$ cat src/rtl/serial_pattern_tx_if.sv
// Handshake and serial-output bundle between a pattern source and serial_pattern_tx.
// The repeat control is named repeat_mode because 'repeat' is a reserved word.
interface serial_pattern_tx_if #(
  parameter int unsigned WIDTH = 8
);
  localparam int unsigned IdxW = $clog2(WIDTH);

  logic             start;
  logic [WIDTH-1:0] data;
  logic             repeat_mode;
  logic             bit_out;
  logic             bit_valid;
  logic [IdxW-1:0]  bit_idx;
  logic             busy;
  logic             done;

  modport master (
    output start, data, repeat_mode,
    input  bit_out, bit_valid, bit_idx, busy, done
  );

  modport slave (
    input  start, data, repeat_mode,
    output bit_out, bit_valid, bit_idx, busy, done
  );
endinterface

$ cat src/rtl/serial_pattern_tx.sv
// Serial pattern transmitter: captures a WIDTH-bit pattern on start and sends it MSB-first,
// each bit held DIV cycles, optionally repeating the saved pattern with no gap.
module serial_pattern_tx #(
  parameter int unsigned WIDTH = 8,
  parameter int unsigned DIV   = 1
) (
  input  logic                clock,
  input  logic                reset,
  serial_pattern_tx_if.slave  bus_io
);
  localparam int unsigned CntW = $clog2(DIV + 1);
  localparam int unsigned IdxW = $clog2(WIDTH);
  localparam logic [CntW-1:0] DivLast = CntW'(DIV - 1);
  localparam logic [IdxW-1:0] IdxTop  = IdxW'(WIDTH - 1);

  typedef enum logic [0:0] {StIdle, StShift} state_e;

  state_e           state_q, state_d;
  logic [WIDTH-1:0] saved_q, saved_d;
  logic [WIDTH-1:0] shift_q, shift_d;
  logic [CntW-1:0]  div_q, div_d;
  logic [IdxW-1:0]  idx_q, idx_d;
  logic             bit_out_q, bit_out_d;
  logic             done_q, done_d;

  logic accept;
  logic bit_end;
  logic frame_end;

  assign accept    = (state_q == StIdle) && bus_io.start;
  assign bit_end   = (state_q == StShift) && (div_q == DivLast);
  assign frame_end = bit_end && (idx_q == '0);

  // State register
  always_ff @(posedge clock or negedge reset) begin
    if (!reset) begin
      state_q <= StIdle;
    end else begin
      state_q <= state_d;
    end
  end

  // Next-state logic
  always_comb begin
    state_d = state_q;
    unique case (state_q)
      StIdle:  if (accept) state_d = StShift;
      StShift: if (frame_end && !bus_io.repeat_mode) state_d = StIdle;
      default: state_d = StIdle;
    endcase
  end

  // Datapath / output next values
  always_comb begin
    saved_d   = saved_q;
    shift_d   = shift_q;
    div_d     = div_q;
    idx_d     = idx_q;
    bit_out_d = bit_out_q;
    done_d    = 1'b0;

    unique case (state_q)
      StIdle: begin
        if (accept) begin
          saved_d   = bus_io.data;
          shift_d   = bus_io.data;
          bit_out_d = bus_io.data[WIDTH-1];
          idx_d     = IdxTop;
          div_d     = '0;
        end
      end
      StShift: begin
        if (bit_end) begin
          div_d = '0;
          if (idx_q == '0) begin
            done_d = 1'b1;
            // Repeat replays the saved pattern; live data is deliberately not re-sampled.
            if (bus_io.repeat_mode) begin
              shift_d   = saved_q;
              bit_out_d = saved_q[WIDTH-1];
              idx_d     = IdxTop;
            end else begin
              bit_out_d = 1'b0;
              idx_d     = '0;
            end
          end else begin
            shift_d   = shift_q << 1;
            bit_out_d = shift_q[WIDTH-2];
            idx_d     = idx_q - IdxW'(1);
          end
        end else begin
          div_d = div_q + CntW'(1);
        end
      end
      default: ;
    endcase
  end

  always_ff @(posedge clock or negedge reset) begin
    if (!reset) begin
      saved_q   <= '0;
      shift_q   <= '0;
      div_q     <= '0;
      idx_q     <= '0;
      bit_out_q <= 1'b0;
      done_q    <= 1'b0;
    end else begin
      saved_q   <= saved_d;
      shift_q   <= shift_d;
      div_q     <= div_d;
      idx_q     <= idx_d;
      bit_out_q <= bit_out_d;
      done_q    <= done_d;
    end
  end

  assign bus_io.bit_out   = bit_out_q;
  assign bus_io.bit_valid = (state_q == StShift);
  assign bus_io.busy      = (state_q == StShift);
  assign bus_io.bit_idx   = idx_q;
  assign bus_io.done      = done_q;
endmodule
$ cat src/flat_wrapper.sv
// flat-port wrapper written by rule: the top's interface ports become plain ports
module serial_pattern_tx_flat 
#(
  parameter int unsigned WIDTH = 8,
  parameter int unsigned DIV   = 1
)
  (clock, reset, bus_io_start, bus_io_data, bus_io_repeat_mode, bus_io_bit_out, bus_io_bit_valid, bus_io_bit_idx, bus_io_busy, bus_io_done);
  serial_pattern_tx_if #(.WIDTH(WIDTH)) bus_io_i ();
  input  logic clock;
  input  logic reset;
  input wire logic [$bits(bus_io_i.start)-1:0] bus_io_start;
  input wire logic [$bits(bus_io_i.data)-1:0] bus_io_data;
  input wire logic [$bits(bus_io_i.repeat_mode)-1:0] bus_io_repeat_mode;
  output wire logic [$bits(bus_io_i.bit_out)-1:0] bus_io_bit_out;
  output wire logic [$bits(bus_io_i.bit_valid)-1:0] bus_io_bit_valid;
  output wire logic [$bits(bus_io_i.bit_idx)-1:0] bus_io_bit_idx;
  output wire logic [$bits(bus_io_i.busy)-1:0] bus_io_busy;
  output wire logic [$bits(bus_io_i.done)-1:0] bus_io_done;
  assign bus_io_i.start = bus_io_start;
  assign bus_io_i.data = bus_io_data;
  assign bus_io_i.repeat_mode = bus_io_repeat_mode;
  assign bus_io_bit_out = bus_io_i.bit_out;
  assign bus_io_bit_valid = bus_io_i.bit_valid;
  assign bus_io_bit_idx = bus_io_i.bit_idx;
  assign bus_io_busy = bus_io_i.busy;
  assign bus_io_done = bus_io_i.done;
  serial_pattern_tx #(.WIDTH(WIDTH), .DIV(DIV)) u_core (.clock(clock), .reset(reset), .bus_io(bus_io_i));
endmodule
$ cat config.mk
export PLATFORM = sky130hd
export DESIGN_NAME = serial_pattern_tx_flat
export DESIGN_NICKNAME = d
export VERILOG_FILES = /design/src/rtl/serial_pattern_tx_if.sv /design/src/rtl/serial_pattern_tx.sv /design/src/flat_wrapper.sv
export SDC_FILE = /design/constraint.sdc
export NUM_CORES = 1
export LEC_CHECK = 0
export BUFFER_PORTS_ARGS = -buffer_cell sky130_fd_sc_hd__buf_2
export CAP_MARGIN = 20
export CORE_ASPECT_RATIO = 1.25
export CORE_MARGIN = 2
export CORE_UTILIZATION = 45
export CTS_CLUSTER_SIZE = 16
export DETAILED_ROUTE_END_ITERATION = 6
export PLACE_DENSITY = 0.66
export SLEW_MARGIN = 10
export SYNTH_ARGS = -nofsm -noshare
export SYNTH_HDL_FRONTEND = slang
export SYNTH_SLANG_ARGS = --single-unit
$ cat constraint.sdc
create_clock -name clock -period 2.7 [get_ports clock]
set_clock_uncertainty 0.05 [all_clocks]
set_input_delay 0.54 -clock clock [delete_from_list [all_inputs] [get_ports clock]]
set_output_delay 0.54 -clock clock [all_outputs]
set_load 0.1 [all_outputs]
== Word-level counts from Yosys, hierarchy flattened ==
Index checks and enable logic that the tools add are counted.

* Reduce and logical (&&, ||, !) cells: 9
* Muxes and demuxes: 24
* Equality and inequality tests: 3
* Add/subtract/negate cells: 2
* Bitwise gates (word level): 2

{| class="wikitable"
|+ Operators with widths
! operator !! number
|-
| $mux 7 || 4
|-
| $pmux 7 s2 || 1
|-
| $mux 3 || 4
|-
| $mux 1 || 11
|-
| $pmux 1 s2 || 3
|-
| $pmux 3 s2 || 1
|-
| $logic_and 1x1->1 || 4
|-
| $reduce_and 2->1 || 2
|-
| $logic_not 3->1 || 1
|-
| $ne 3x3->1 const B || 1
|-
| $reduce_and 3->1 || 1
|-
| $sub 3x1->3 const B || 1
|-
| $ne 2x1->1 const B || 1
|-
| $ne 2x2->1 const B || 1
|-
| $not 1->1 || 2
|-
| $add 1x1->1 const B || 1
|-
| $logic_not 1->1 || 1
|}

* Input port bits: 12
* Output and inout bits: 7
* Register bits: 22
* Logic and storage cells: 47

== Longest topological paths before layout ==
Gate-level depths: netlist (run 1).

* Depth after elaboration: 6
* Mapped depth: 6
* Mapped depth without buffers: 5

== Least setup slack after synthesis (run 1) ==
Ideal clock, no wire load.

* Path type: reg2reg
* Start: reg u_core.idx_q[0], in the netlist u_core.bus_io.bit_idx[0]
* End: reg u_core.shift_q[0]
* Period minus slack after synthesis: 2.268 ns
* Buffers on the path: 0
* Path slack: 0.432 ns
* Stages on the path, launching flop included: 6
* Data arrival time: 2.093 ns
* Library setup time: 0.125 ns
* Required time: 2.525 ns
* Cells stage by stage: dfrtp_1 inv_1 ha_1 nor3b_2 o21ai_4 mux2_2

* Longest elaborated chain between the ends: 4
* Elaborated cells between the ends (all ways): 6
* Those cells by class: eq/ne (1); mux (3); reduce/logical (2)

{| class="wikitable"
|+ RTL lines
! item !! line !! RTL
|-
| start: declaration || serial_pattern_tx.sv:22 || <nowiki>logic [IdxW-1:0] idx_q, idx_d;</nowiki>
|-
| start signal: assignment || serial_pattern_tx.sv:111 || <nowiki>idx_q <= idx_d;</nowiki>
|-
| $logic_not 3->1 (*) || serial_pattern_tx.sv:75 || <nowiki>if (idx_q == '0) begin</nowiki>
|-
| $mux 7 || serial_pattern_tx.sv:75 ||
|-
| $mux 7 || serial_pattern_tx.sv:73 || <nowiki>if (bit_end) begin</nowiki>
|-
| $pmux 7 s2 || serial_pattern_tx.sv:62 || <nowiki>unique case (state_q)</nowiki>
|-
| end signal: assignment || serial_pattern_tx.sv:109 || <nowiki>shift_q <= shift_d;</nowiki>
|-
| end: declaration || serial_pattern_tx.sv:20 || <nowiki>logic [WIDTH-1:0] shift_q, shift_d;</nowiki>
|}

Mark *: on every way between the ends. The rest lies on a longest branch, timed or not. The select of a mux whose other input is x is not followed.
A chain may end at the register's enable or synchronous reset.

== Worst setup path in the final report (run 1) ==
* Start: reg u_core.state_q, in the netlist u_core.bus_io.bit_valid
* End: out bus_io_busy

{| class="wikitable"
|+ RTL lines
! item !! line !! RTL
|-
| start: declaration || serial_pattern_tx.sv:18 || <nowiki>state_e state_q, state_d;</nowiki>
|-
| start signal: assignment || serial_pattern_tx.sv:37 || <nowiki>state_q <= StIdle;</nowiki>
|-
| start signal: assignment || serial_pattern_tx.sv:39 || <nowiki>state_q <= state_d;</nowiki>
|-
| end: declaration || flat_wrapper.sv:17 || <nowiki>output wire logic [$bits(bus_io_i.busy)-1:0] bus_io_busy;</nowiki>
|}

No word-level cell between the ends.

==> metrics.log, run 1 <==
[metrics] outcome: completed
[metrics] most numerous cell in the Yosys netlist: nand2_1
[metrics] drt pass-1 iters: 6
[metrics] Placer Congestion: 0.8079
[metrics] root buffer cell: clkbuf_4
[metrics] max_slew headroom: 63.50%
[metrics] fraction of the cycle the final worst path needs: 73.50%
[metrics] post-route minimum period: 1.984 ns
[metrics] critical path capture point type: output pin
[metrics] largest incremental delay on the critical path: 0.59 ns
[metrics] synthesized flop and latch total: 22
[metrics] total clock sinks: 22
[metrics] setup violators final: 0
[metrics] maximum buffer depth of the clock tree: 2
[metrics] count of final hold-check violations: 0
[metrics] largest net degree at the start of global routing: 23
[metrics] Max Clk Rate: 503.9 MHz
[metrics] leading area contributor after synthesis: dfrtp_1
[metrics] unrepaired setup endpoints after global routing: false
[metrics] y dimension of the die: 59.99 um
[metrics] setup TNS: 0 ns
[metrics] CTS tree: yes
[metrics] required time of the worst setup path: 2.11 ns
[metrics] total placed instance area: 0.001240 mm^2
[metrics] Die Width: 48.79 um
[metrics] wire length of the first global-routing pass: 4071 um
[metrics] arrival time of the worst setup path: 1.39 ns
[metrics] overall die area: 0.002927 mm^2
[metrics] pre-CTS setup slack: 0.8355 ns
[metrics] n_diodes: 0
[metrics] cell with the largest stage delay on the worst path: dfrtp_1
[metrics] post-detailed-route wirelength per cell: 13.74 um
[metrics] areal power density over the cells: 1223 mW/mm^2
[metrics] sum of routed wire length over all layers: 2239 um
[metrics] post-synthesis instance area: 0.001129 mm^2
[metrics] critical path class: reg -> out
[metrics] CTS Buf Count: 3
[metrics] detailed-route DRC error count: 0
[metrics] area added between synthesis and finish: 13.08%
[metrics] slew of the pin with the lowest slew margin: 0.5463 ns
[metrics] sum of internal, switching and leakage power: 1.561 mW
[metrics] initial standard-cell utilization of the core: 46.98%
[metrics] top cells by area in the synthesized netlist: dfrtp_1, nand2_1, mux2_2, nand2b_1, o211ai_1
[metrics] P_leak: 0.5967 nW
[metrics] post-synthesis sequential area ratio: 48.78%
[metrics] residual antenna-violating net count after detailed routing: 0
[metrics] Yosys warning total: 0
[metrics] number of buffer and inverter instances along the worst setup path: 1
[metrics] post-CTS setup repair buffer count: 0
[metrics] maximum fanout count along the critical path: 14
[metrics] Clock transition at path regs: 0.12 ns
[metrics] later-pin clock latency in the skew report: 0.30 ns
[metrics] layout cell share with drive strength beyond 1: 25.38%
[metrics] proportion of register bits with asynchronous set or reset after synthesis: 100.0%
[metrics] sequence of cells on the critical path: buf_2
[metrics] number of cell rows: 20
[metrics] drt first-iter violations: 14
[metrics] number of pins exceeding their max-slew limit in the final report: 0
[metrics] Std-Cell Core Area: 0.002402 mm^2
[metrics] gate family responsible for the most delay along the worst path: flip-flops
[metrics] Synth top cells by count: nand2_1, dfrtp_1, nand2b_1, mux2_2, o211ai_1
[metrics] cell count after synthesis: 113
[metrics] GRT Resource Usage Total: 18.15%
[metrics] worst setup slack after layout: 0.7155 ns
[metrics] Avg Inst Size Synth: 9.987 um^2
[metrics] number of synthesized flops with an enable pin: 0
[metrics] # IOs: 19
[metrics] DP Wirelength: 1640 um
[metrics] Remaining Overflow, GRT: 0
[metrics] Final Cell Area: 0.001276 mm^2
[metrics] Port Buffers: 18
[metrics] proportion of netlist area held by the largest area contributor: 48.78%
[metrics] element type at the critical path start: flop
[metrics] share of the core filled with cells in the final layout: 53.13%
[metrics] dominant synthesized flop cell: dfrtp_1
[metrics] cts hold-fix bufs: 0
[metrics] drt via density: 5.405
[metrics] synthesized netlist net count: 127
[metrics] number of gates resized after CTS: 0
[metrics] Final Net Count: 145
[metrics] vias in the first global route: 884
[metrics] maximum vdd ir drop: 0.001014 V
[metrics] H-tree level count: 1
[metrics] DR vias: 881
[metrics] number of maximum-capacitance violations: 0
[metrics] class of the tightest hold or removal check: in -> async
[metrics] Synth cell types: 24
[metrics] antenna violations before repair: 0
-- kinds of logic (layout without fill, tap and decap cells) --
kind of cell	after synthesis	after routing	share of synthesized area, %
buf+inv	10	27	4.101
simple gates	53	53	24.50
mux	9	9	8.759
compound gates	17	17	11.64
flops	22	22	48.78
fa+ha+maj	2	2	2.217
-- flip-flops by register name, summed over array words and instances, names as in the netlist --
name and count:
u_core.bus_io.bit_valid 1, u_core.div_q 1, u_core.bus_io.done 1, u_core.bus_io.bit_idx 3
u_core.shift_q 7, u_core.bus_io.bit_out 1, u_core.saved_q 8
-- cell usage in the layout (no fill, tap or decap) --
| master | netlist | routed |
|---|---|---|
| mux2i_1 | 2 | 2 |
| and4b_1 | 1 | 1 |
| nor2b_1 | 2 | 2 |
| buf_2 | 1 | 18 |
| ha_1 | 2 | 2 |
| mux2_2 | 7 | 7 |
| o32a_1 | 1 | 1 |
| dfrtp_1 | 22 | 22 |
| nand4b_1 | 6 | 6 |
| nand3_1 | 1 | 1 |
| nand2b_1 | 9 | 9 |
| a21oi_1 | 3 | 3 |
| nor3b_1 | 1 | 1 |
| o21ai_4 | 1 | 1 |
| o22a_1 | 3 | 3 |
| inv_1 | 3 | 3 |
| o211ai_1 | 7 | 7 |
| o22ai_1 | 1 | 1 |
| buf_4 | 2 | 2 |
| clkbuf_4 | 0 | 3 |
| nor3b_2 | 1 | 1 |
| nand2_1 | 31 | 31 |
| nor2_1 | 1 | 1 |
| clkbuf_8 | 0 | 1 |
| o21ai_0 | 1 | 1 |
-- final timing paths --
path / start / to / slack, ns / cells past startpoint
min in group clock: bus_io_start / u_core.div_q / 0.36 / 2
hold / removal: reset / u_core.saved_q[3] / 0.13 / 1
setup / recovery: u_core.bus_io.bit_valid / bus_io_busy / 0.72 / 1
hold reg to reg: u_core.saved_q[7] / u_core.saved_q[7] / 0.44 / 2
max in group asynchronous: reset / u_core.saved_q[4] / 2.14 / 1
setup reg to reg: u_core.bus_io.bit_idx[0] / u_core.shift_q[6] / 0.80 / 5
-- report_power, final --
part	leakage (nW)	switching, mW	total [mW]	internal (mW)
registers	0.276	0.102	0.560	0.458
clock network	0.0210	0.0997	0.182	0.0823
logic	0.299	0.548	0.819	0.271
total	0.597	0.750	1.56	0.811
-- final cells by class --
type	count	area, um^2
Tap cell	33	41.29
Fill cell	232	1126
Sequential cell	22	550.5
Clock buffer	4	36.28
Multi-Input combinational cell	81	531.8
Inverter	3	11.26
Timing Repair Buffer	20	105.1
-- through the flow --
stage,hold slack [ns],std cells
global route,0.1572,163
global placement,0.4045,159
detailed placement,0.4101,159
floorplan,0.1944,113
CTS,0.1406,163
finish,0.1272,163
-- routing by layer --
layer  global-route usage [%]  share of wire [%]  vias up
li1                         -                  -      426
met1                    23.75                 47      433
met2                    29.35                 48       16
met3                    2.500                2.5        6
met4                    10.20                2.1        0
met5                        0                  0        -
Power figures use the tool's default switching activity.
==> run 2: changes to the inputs <==
==> constraint.sdc (replaced) <==
create_clock -name clock -period 1.9 [get_ports clock]
set_clock_uncertainty 0.05 [all_clocks]
set_input_delay 0.38 -clock clock [delete_from_list [all_inputs] [get_ports clock]]
set_output_delay 0.38 -clock clock [all_outputs]
set_load 0.1 [all_outputs]
==> run 2 against run 1 <==
Non-clock buffer count increased by 5; cell area is 5.2% higher; sequential cell count unchanged; sequential share of layout area fell by 1.4 points; power grew 52%; critical path depth up 4; global-route usage is 0.56 points lower; register-to-register slack worse by 0.65 ns; clock power grew 94%.
==> metrics.log, run 2 (synthesis results as in run 1) <==
[metrics] flip-flop count of the largest register after layout: 8 (unchanged)
[metrics] most frequent cells in the layout: nand2_1, buf_2, dfrtp_1 (was nand2_1, dfrtp_1, buf_2)
[metrics] most frequent standard cell in the layout excluding fill and tap cells: nand2_1 (unchanged)
[metrics] CTS Buf Count: 3 (unchanged)
[metrics] largest incremental delay on the critical path: 0.51 ns (was 0.59 ns)
[metrics] drt first-iter violations: 13 (was 14)
[metrics] timing startpoint of the critical path: u_core.bus_io.bit_idx[0] (was u_core.bus_io.bit_valid)
[metrics] Clock transition at path regs: 0.13 ns (was 0.12 ns)
[metrics] residual antenna-violating net count after detailed routing: 0 (unchanged)
[metrics] cts hold-fix bufs: 1 (was 0)
[metrics] later-pin clock latency in the skew report: 0.30 ns (about the same)
[metrics] CTS tree: yes (unchanged)
[metrics] total clock sinks: 22 (unchanged)
[metrics] largest net degree at the start of global routing: 23 (unchanged)
[metrics] n_diodes: 0 (unchanged)
[metrics] Max Clk Rate: 569.9 MHz
[metrics] element type at the critical path start: flop (unchanged)
[metrics] worst slack on hold paths: 0.2192 ns (was 0.1272 ns)
[metrics] Remaining Overflow, GRT: 0 (unchanged)
[metrics] antenna violations before repair: 0 (unchanged)
[metrics] # IOs: 19 (unchanged)
[metrics] total placed instance area: 0.001280 mm^2 (was 0.001240 mm^2)
[metrics] DR vias: 858 (was 881)
[metrics] GRT Resource Usage Total: 17.60% (was 18.15%)
[metrics] share of the core filled with cells in the final layout: 55.89% (was 53.13%)
[metrics] number of gates resized after CTS: 0 (unchanged)
[metrics] unrepaired setup endpoints after global routing: false (unchanged)
[metrics] sequence of cells on the critical path: inv_1 -> ha_1 -> nor3b_2 -> o21ai_4 -> mux2_2 (was buf_2)
[metrics] number of pins exceeding their max-slew limit in the final report: 0 (unchanged)
[metrics] sum of routed wire length over all layers: 2200 um (was 2239 um)
[metrics] overall die area: 0.002927 mm^2 (unchanged)
[metrics] sw power: 1.067 mW (was 0.7498 mW)
[metrics] slew of the pin with the lowest slew margin: 0.4943 ns (was 0.5463 ns)
[metrics] post-detailed-route wirelength per cell: 13.10 um (was 13.74 um)
[metrics] vias in the first global route: 864 (was 884)
[metrics] areal power density over the cells: 1761 mW/mm^2 (was 1223 mW/mm^2)
[metrics] Final Cell Area: 0.001343 mm^2 (was 0.001276 mm^2)
[metrics] Reg with most FFs: u_core.saved_q (unchanged)
[metrics] Std-Cell Core Area: 0.002402 mm^2 (unchanged)
[metrics] number of maximum-capacitance violations: 0 (unchanged)
[metrics] H-tree level count: 1 (unchanged)
[metrics] P_leak: 0.6263 nW (was 0.5967 nW)
[metrics] sw frac: 45.11% (was 48.04%)
[metrics] Final Net Count: 150 (was 145)
[metrics] Clk pwr share: 14.9% (was 11.7%)
[metrics] setup TNS: 0 ns (unchanged)
[metrics] class of the tightest hold or removal check: in -> reg (was in -> async)
[metrics] Worst R2R End: u_core.shift_q[0] (was u_core.shift_q[6])
[metrics] maximum vdd ir drop: 0.001109 V (was 0.001014 V)
[metrics] Fill cells: 234 (was 232)
[metrics] Port Buffers: 18 (unchanged)
[metrics] critical path capture point type: flop (was output pin)
[metrics] critical path class: reg -> reg (was reg -> out)
[metrics] hold path cells: 3
[metrics] Worst R2R Start: u_core.bus_io.bit_idx[0] (unchanged)
[metrics] fraction of the cycle the final worst path needs: 92.35%
[metrics] hold worst-path end: u_core.saved_q[5]
[metrics] proportion of power drawn by combinational gates: 51.3% (was 52.5%)
[metrics] max_slew headroom: 67.04% (was 63.50%)
[metrics] layout cell share with drive strength beyond 1: 30.37% (was 25.38%)
[metrics] drt via density: 5.107 (was 5.405)
[metrics] worst reg2reg path depth: 5 (unchanged)
[metrics] root buffer cell: clkbuf_4 (unchanged)
[metrics] drt pass-1 iters: 4 (was 6)
[metrics] detailed-route DRC error count: 0 (unchanged)
[metrics] setup violators final: 0 (unchanged)
[metrics] post-CTS setup repair buffer count: 0 (unchanged)
[metrics] count of final hold-check violations: 0 (unchanged)
[metrics] cell with the largest stage delay on the worst path: dfrtp_4 (was dfrtp_1)
[metrics] P_int: 1.298 mW (was 0.8109 mW)
[metrics] DP Wirelength: 1614 um (was 1640 um)
[metrics] outcome: completed (unchanged)
[metrics] number of cell rows: 20 (unchanged)
[metrics] post-route minimum period: 1.755 ns
[metrics] sequential cell fraction of total power: 33.8% (was 35.9%)
[metrics] required time of the worst setup path: 2.05 ns (was 2.11 ns)
[metrics] initial standard-cell utilization of the core: 46.98% (unchanged)
[metrics] maximum fanout count along the critical path: 7 (was 14)
[metrics] flop2flop setup slack: 0.15 ns (was 0.80 ns)
[metrics] area added between synthesis and finish: 18.96% (was 13.08%)
[metrics] arrival time of the worst setup path: 1.90 ns (was 1.39 ns)
[metrics] Die Width: 48.79 um (unchanged)
[metrics] maximum buffer depth of the clock tree: 2 (unchanged)
[metrics] start point of the worst hold path: bus_io_data[5]
[metrics] Placer Congestion: 0.8126 (was 0.8079)
[metrics] wire length of the first global-routing pass: 3850 um (was 4071 um)
[metrics] y dimension of the die: 59.99 um (unchanged)
[run 2: cell type report]
cell class,instances,area (um^2),area share [%]
clock buffers,3,22.52,1.678
clock inverters,1,30.03,2.237
inverters,3,11.26,0.8388
multi-input cells,81,531.8,39.61
flip-flops and latches,22,560.5,41.75
well taps,33,41.29,3.075
repair buffers,25,145.1,10.81
[run 2: power by group through the flow]
| stage | Combinational, mW | Sequential [mW] | Clock (mW) |
|---|---|---|---|
| 2_1_floorplan | 0.639 | 1.15 | 0 |
| 6_report | 1.21 | 0.800 | 0.353 |
| 4_1_cts | 1.23 | 0.801 | 0.366 |
| 3_5_place_dp | 1.22 | 0.811 | 0 |
| 5_1_grt | 1.31 | 0.828 | 0.390 |
| 3_3_place_gp | 1.20 | 0.804 | 0 |
[run 2: through the flow]
| step | worst slack, ns | instances | power (mW) |
|---|---|---|---|
| after floorplan | 0.02896 | 113 | 1.789 |
| after global placement | 0.2419 | 163 | 2.006 |
| after detailed placement | 0.1601 | 163 | 2.034 |
| after CTS | 0.1283 | 168 | 2.394 |
| after global routing | 0.04764 | 168 | 2.525 |
| final | 0.1454 | 168 | 2.365 |
[run 2: worst max-delay path, delay by kind of cell (launching register included)]
| kind | cells | cell delay (ns) |
|---|---|---|
| AO/OA/AOI/OAI | 1 | 0.14 |
| adder cells (fa/ha/maj) | 1 | 0.24 |
| buffers and inverters | 1 | 0.09 |
| AND/OR/NAND/NOR | 1 | 0.33 |
| multiplexers | 1 | 0.29 |
| flip-flops | 1 | 0.51 |
[run 2: how the worst max path moves through the flow]
stage	endpoint	slack, ns	depth (start not counted)
3_5_place_dp	u_core.shift_q[2]	0.16	5
5_1_grt	u_core.shift_q[3]	0.05	5
4_1_cts	u_core.shift_q[0]	0.13	5
2_1_floorplan	u_core.shift_q[1]	0.03	6
3_3_place_gp	u_core.shift_q[5]	0.24	5
6_report	u_core.shift_q[0]	0.15	5
[run 2: metal layers]
layer / vias up / track usage (%) / routed length [um]
met5: - / 0 / 0
met4: 0 / 7.347 / 19
met3: 2 / 3.000 / 53
met2: 12 / 31.12 / 1094
met1: 410 / 21.45 / 1034
li1: 434 / - / -
==> run 3: changes to the inputs <==
--- a/config.mk
+++ b/config.mk
@@ -7,12 +7,14 @@
 export LEC_CHECK = 0
 export BUFFER_PORTS_ARGS = -buffer_cell sky130_fd_sc_hd__buf_2
 export CAP_MARGIN = 20
+export CELL_PAD_IN_SITES_DETAIL_PLACEMENT = 1
+export CELL_PAD_IN_SITES_GLOBAL_PLACEMENT = 1
 export CORE_ASPECT_RATIO = 1.25
 export CORE_MARGIN = 2
-export CORE_UTILIZATION = 45
+export CORE_UTILIZATION = 42
 export CTS_CLUSTER_SIZE = 16
 export DETAILED_ROUTE_END_ITERATION = 6
-export PLACE_DENSITY = 0.66
+export PLACE_DENSITY_LB_ADDON = 0.1
 export SLEW_MARGIN = 10
 export SYNTH_ARGS = -nofsm -noshare
 export SYNTH_HDL_FRONTEND = slang
==> run 3 against run 2 <==
Routed wire length increased by 21%; sequential cell count unchanged; first-iteration DRC count is 15% lower; setup slack got worse by 0.0089 ns; register-to-register slack is essentially flat; utilization shrank 5.4 points; critical endpoint is now u_core.shift_q[1]; largest power group unchanged.
==> metrics.log, run 3 (synthesis results as in run 1) <==
[metrics] drt first-iter violations: 11 (was 13)
[metrics] post-detailed-route wirelength per cell: 15.70 um (was 13.10 um)
[metrics] slew of the pin with the lowest slew margin: 0.5093 ns (was 0.4943 ns)
[metrics] setup violators final: 0 (unchanged)
[metrics] largest net degree at the start of global routing: 23 (unchanged)
[metrics] outcome: completed (unchanged)
[metrics] layout cell share with drive strength beyond 1: 30.37% (unchanged)
[metrics] post-CTS setup repair buffer count: 0 (unchanged)
[metrics] arrival time of the worst setup path: 1.92 ns (was 1.90 ns)
[metrics] number of buffer and inverter instances along the worst setup path: 1 (unchanged)
[metrics] fraction of the cycle the final worst path needs: 92.82% (was 92.35%)
[metrics] placed cells: 164 (was 163)
[metrics] max_slew headroom: 66.05% (was 67.04%)
[metrics] flip-flop count of the largest register after layout: 8 (unchanged)
[metrics] detailed-route DRC error count: 0 (unchanged)
[metrics] DP Wirelength: 1989 um (was 1614 um)
[metrics] y dimension of the die: 61.96 um (was 59.99 um)
[metrics] Final Net Count: 150 (unchanged)
[metrics] worst setup slack after layout: 0.1365 ns (was 0.1454 ns)
[metrics] area of the multi-input gates: 531.8 um^2 (unchanged)
[metrics] element type at the critical path start: flop (unchanged)
[metrics] P_leak: 0.6193 nW (was 0.6263 nW)
[metrics] unrepaired setup endpoints after global routing: false (unchanged)
[metrics] number of pins exceeding their max-slew limit in the final report: 0 (unchanged)
[metrics] post-route minimum period: 1.764 ns (was 1.755 ns)
[metrics] Remaining Overflow, GRT: 0 (unchanged)
[metrics] cell with the largest stage delay on the worst path: dfrtp_4 (unchanged)
[metrics] Cell Count, Final, Fillers Out: 169 (was 168)
[metrics] Placer Congestion: 0.7574 (was 0.8126)
[metrics] H-tree level count: 1 (unchanged)
[metrics] wire length of the first global-routing pass: 4278 um (was 3850 um)
[metrics] initial standard-cell utilization of the core: 42.95% (was 46.98%)
[metrics] most frequent cells in the layout: nand2_1, buf_2, dfrtp_1 (unchanged)
[metrics] class of the tightest hold or removal check: in -> reg (unchanged)
[metrics] Reg with most FFs: u_core.saved_q (unchanged)
[metrics] number of maximum-capacitance violations: 0 (unchanged)
[metrics] Clock transition at path regs: 0.13 ns (about the same)
[metrics] setup TNS: 0 ns (unchanged)
[metrics] Fill cells: 319 (was 234)
[metrics] vias in the first global route: 924 (was 864)
[metrics] Max Clk Rate: 567.0 MHz (was 569.9 MHz)
[metrics] flop2flop setup slack: 0.14 ns (was 0.15 ns)
[metrics] areal power density over the cells: 1739 mW/mm^2 (was 1761 mW/mm^2)
[metrics] sequence of cells on the critical path: inv_1 -> ha_1 -> nor3b_2 -> o21ai_4 -> mux2_2 (unchanged)
[metrics] maximum vdd ir drop: 0.001047 V (was 0.001109 V)
[metrics] # IOs: 19 (unchanged)
[metrics] overall die area: 0.003120 mm^2 (was 0.002927 mm^2)
[metrics] drt pass-1 iters: 4 (unchanged)
[metrics] cts hold-fix bufs: 1 (unchanged)
[metrics] count of final hold-check violations: 0 (unchanged)
[metrics] most frequent standard cell in the layout excluding fill and tap cells: nand2_1 (unchanged)
[metrics] critical path class: reg -> reg (unchanged)
[metrics] GRT Resource Usage Total: 18.99% (was 17.60%)
[metrics] CTS tree: yes (unchanged)
[metrics] antenna violations before repair: 0 (unchanged)
[metrics] Port Buffers: 18 (unchanged)
[metrics] root buffer cell: clkbuf_4 (unchanged)
[metrics] pre-CTS setup slack: 0.1589 ns (was 0.1601 ns)
[metrics] drt via density: 5.284 (was 5.107)
[metrics] number of cell rows: 21 (was 20)
[metrics] CTS Buf Count: 3 (unchanged)
[metrics] maximum fanout count along the critical path: 7 (unchanged)
[metrics] area added between synthesis and finish: 17.63% (was 18.96%)
[metrics] maximum buffer depth of the clock tree: 2 (unchanged)
[metrics] total clock sinks: 22 (unchanged)
[metrics] residual antenna-violating net count after detailed routing: 0 (unchanged)
[metrics] later-pin clock latency in the skew report: 0.30 ns (about the same)
[metrics] area occupied by registers: 560.5 um^2 (unchanged)
[metrics] required time of the worst setup path: 2.05 ns (about the same)
[metrics] DR vias: 893 (was 858)
[metrics] number of gates resized after CTS: 0 (unchanged)
[metrics] Std-Cell Core Area: 0.002628 mm^2 (was 0.002402 mm^2)
[metrics] critical path capture point type: flop (unchanged)
[metrics] Die Width: 50.37 um (was 48.79 um)
[metrics] gate family responsible for the most delay along the worst path: flip-flops (unchanged)
[metrics] n_diodes: 0 (unchanged)
[metrics] sum of routed wire length over all layers: 2653 um (was 2200 um)
[metrics] largest incremental delay on the critical path: 0.51 ns (about the same)
## run 3: path summary, 6_finish.rpt
check                      cells past startpoint                      from                       end
hold reg to reg                                2         u_core.saved_q[2]         u_core.saved_q[2]
setup / recovery                               5  u_core.bus_io.bit_idx[0]         u_core.shift_q[1]
min in group asynchronous                      2                     reset         u_core.saved_q[3]
setup reg to reg                               5  u_core.bus_io.bit_idx[0]         u_core.shift_q[1]
max in group asynchronous                      2                     reset  u_core.bus_io.bit_idx[0]
hold / removal                                 2              bus_io_start              u_core.div_q
## run 3: final cells by class
class | instances | share of cell area (%)
Multi-Input combinational cell | 81 | 40.06
Inverter | 3 | 0.8483
Sequential cell | 22 | 42.22
Timing Repair Buffer | 25 | 10.93
Tap cell | 34 | 3.205
Clock buffer | 4 | 2.733
## run 3: per-stage QoR
step                      total power [mW]  area (um^2)  util (%)  hold WS, ns
final                                2.309         1328     50.52       0.2049
after floorplan                      1.789         1139         -      0.03441
after detailed placement             2.070         1281     48.76       0.3290
after CTS                            2.331         1328     50.52       0.2049
after global routing                 2.458         1328     50.52       0.2079
after global placement               2.020         1281     48.76       0.3253
## run 3: where the power goes
part,switching (mW),internal [mW],total (mW)
Clock,0.145,0.117,0.262
Combinational,0.815,0.418,1.23
Sequential,0.146,0.668,0.814
Total,1.11,1.20,2.31
## run 3: routing by layer
metal	global-route usage (%)	part of all wire, %	vias up
met1	20.82	43	448
met3	2.153	2.0	2
li1	-	-	434
met2	37.97	54	9
met5	0	0	-
met4	6.950	0.72	0
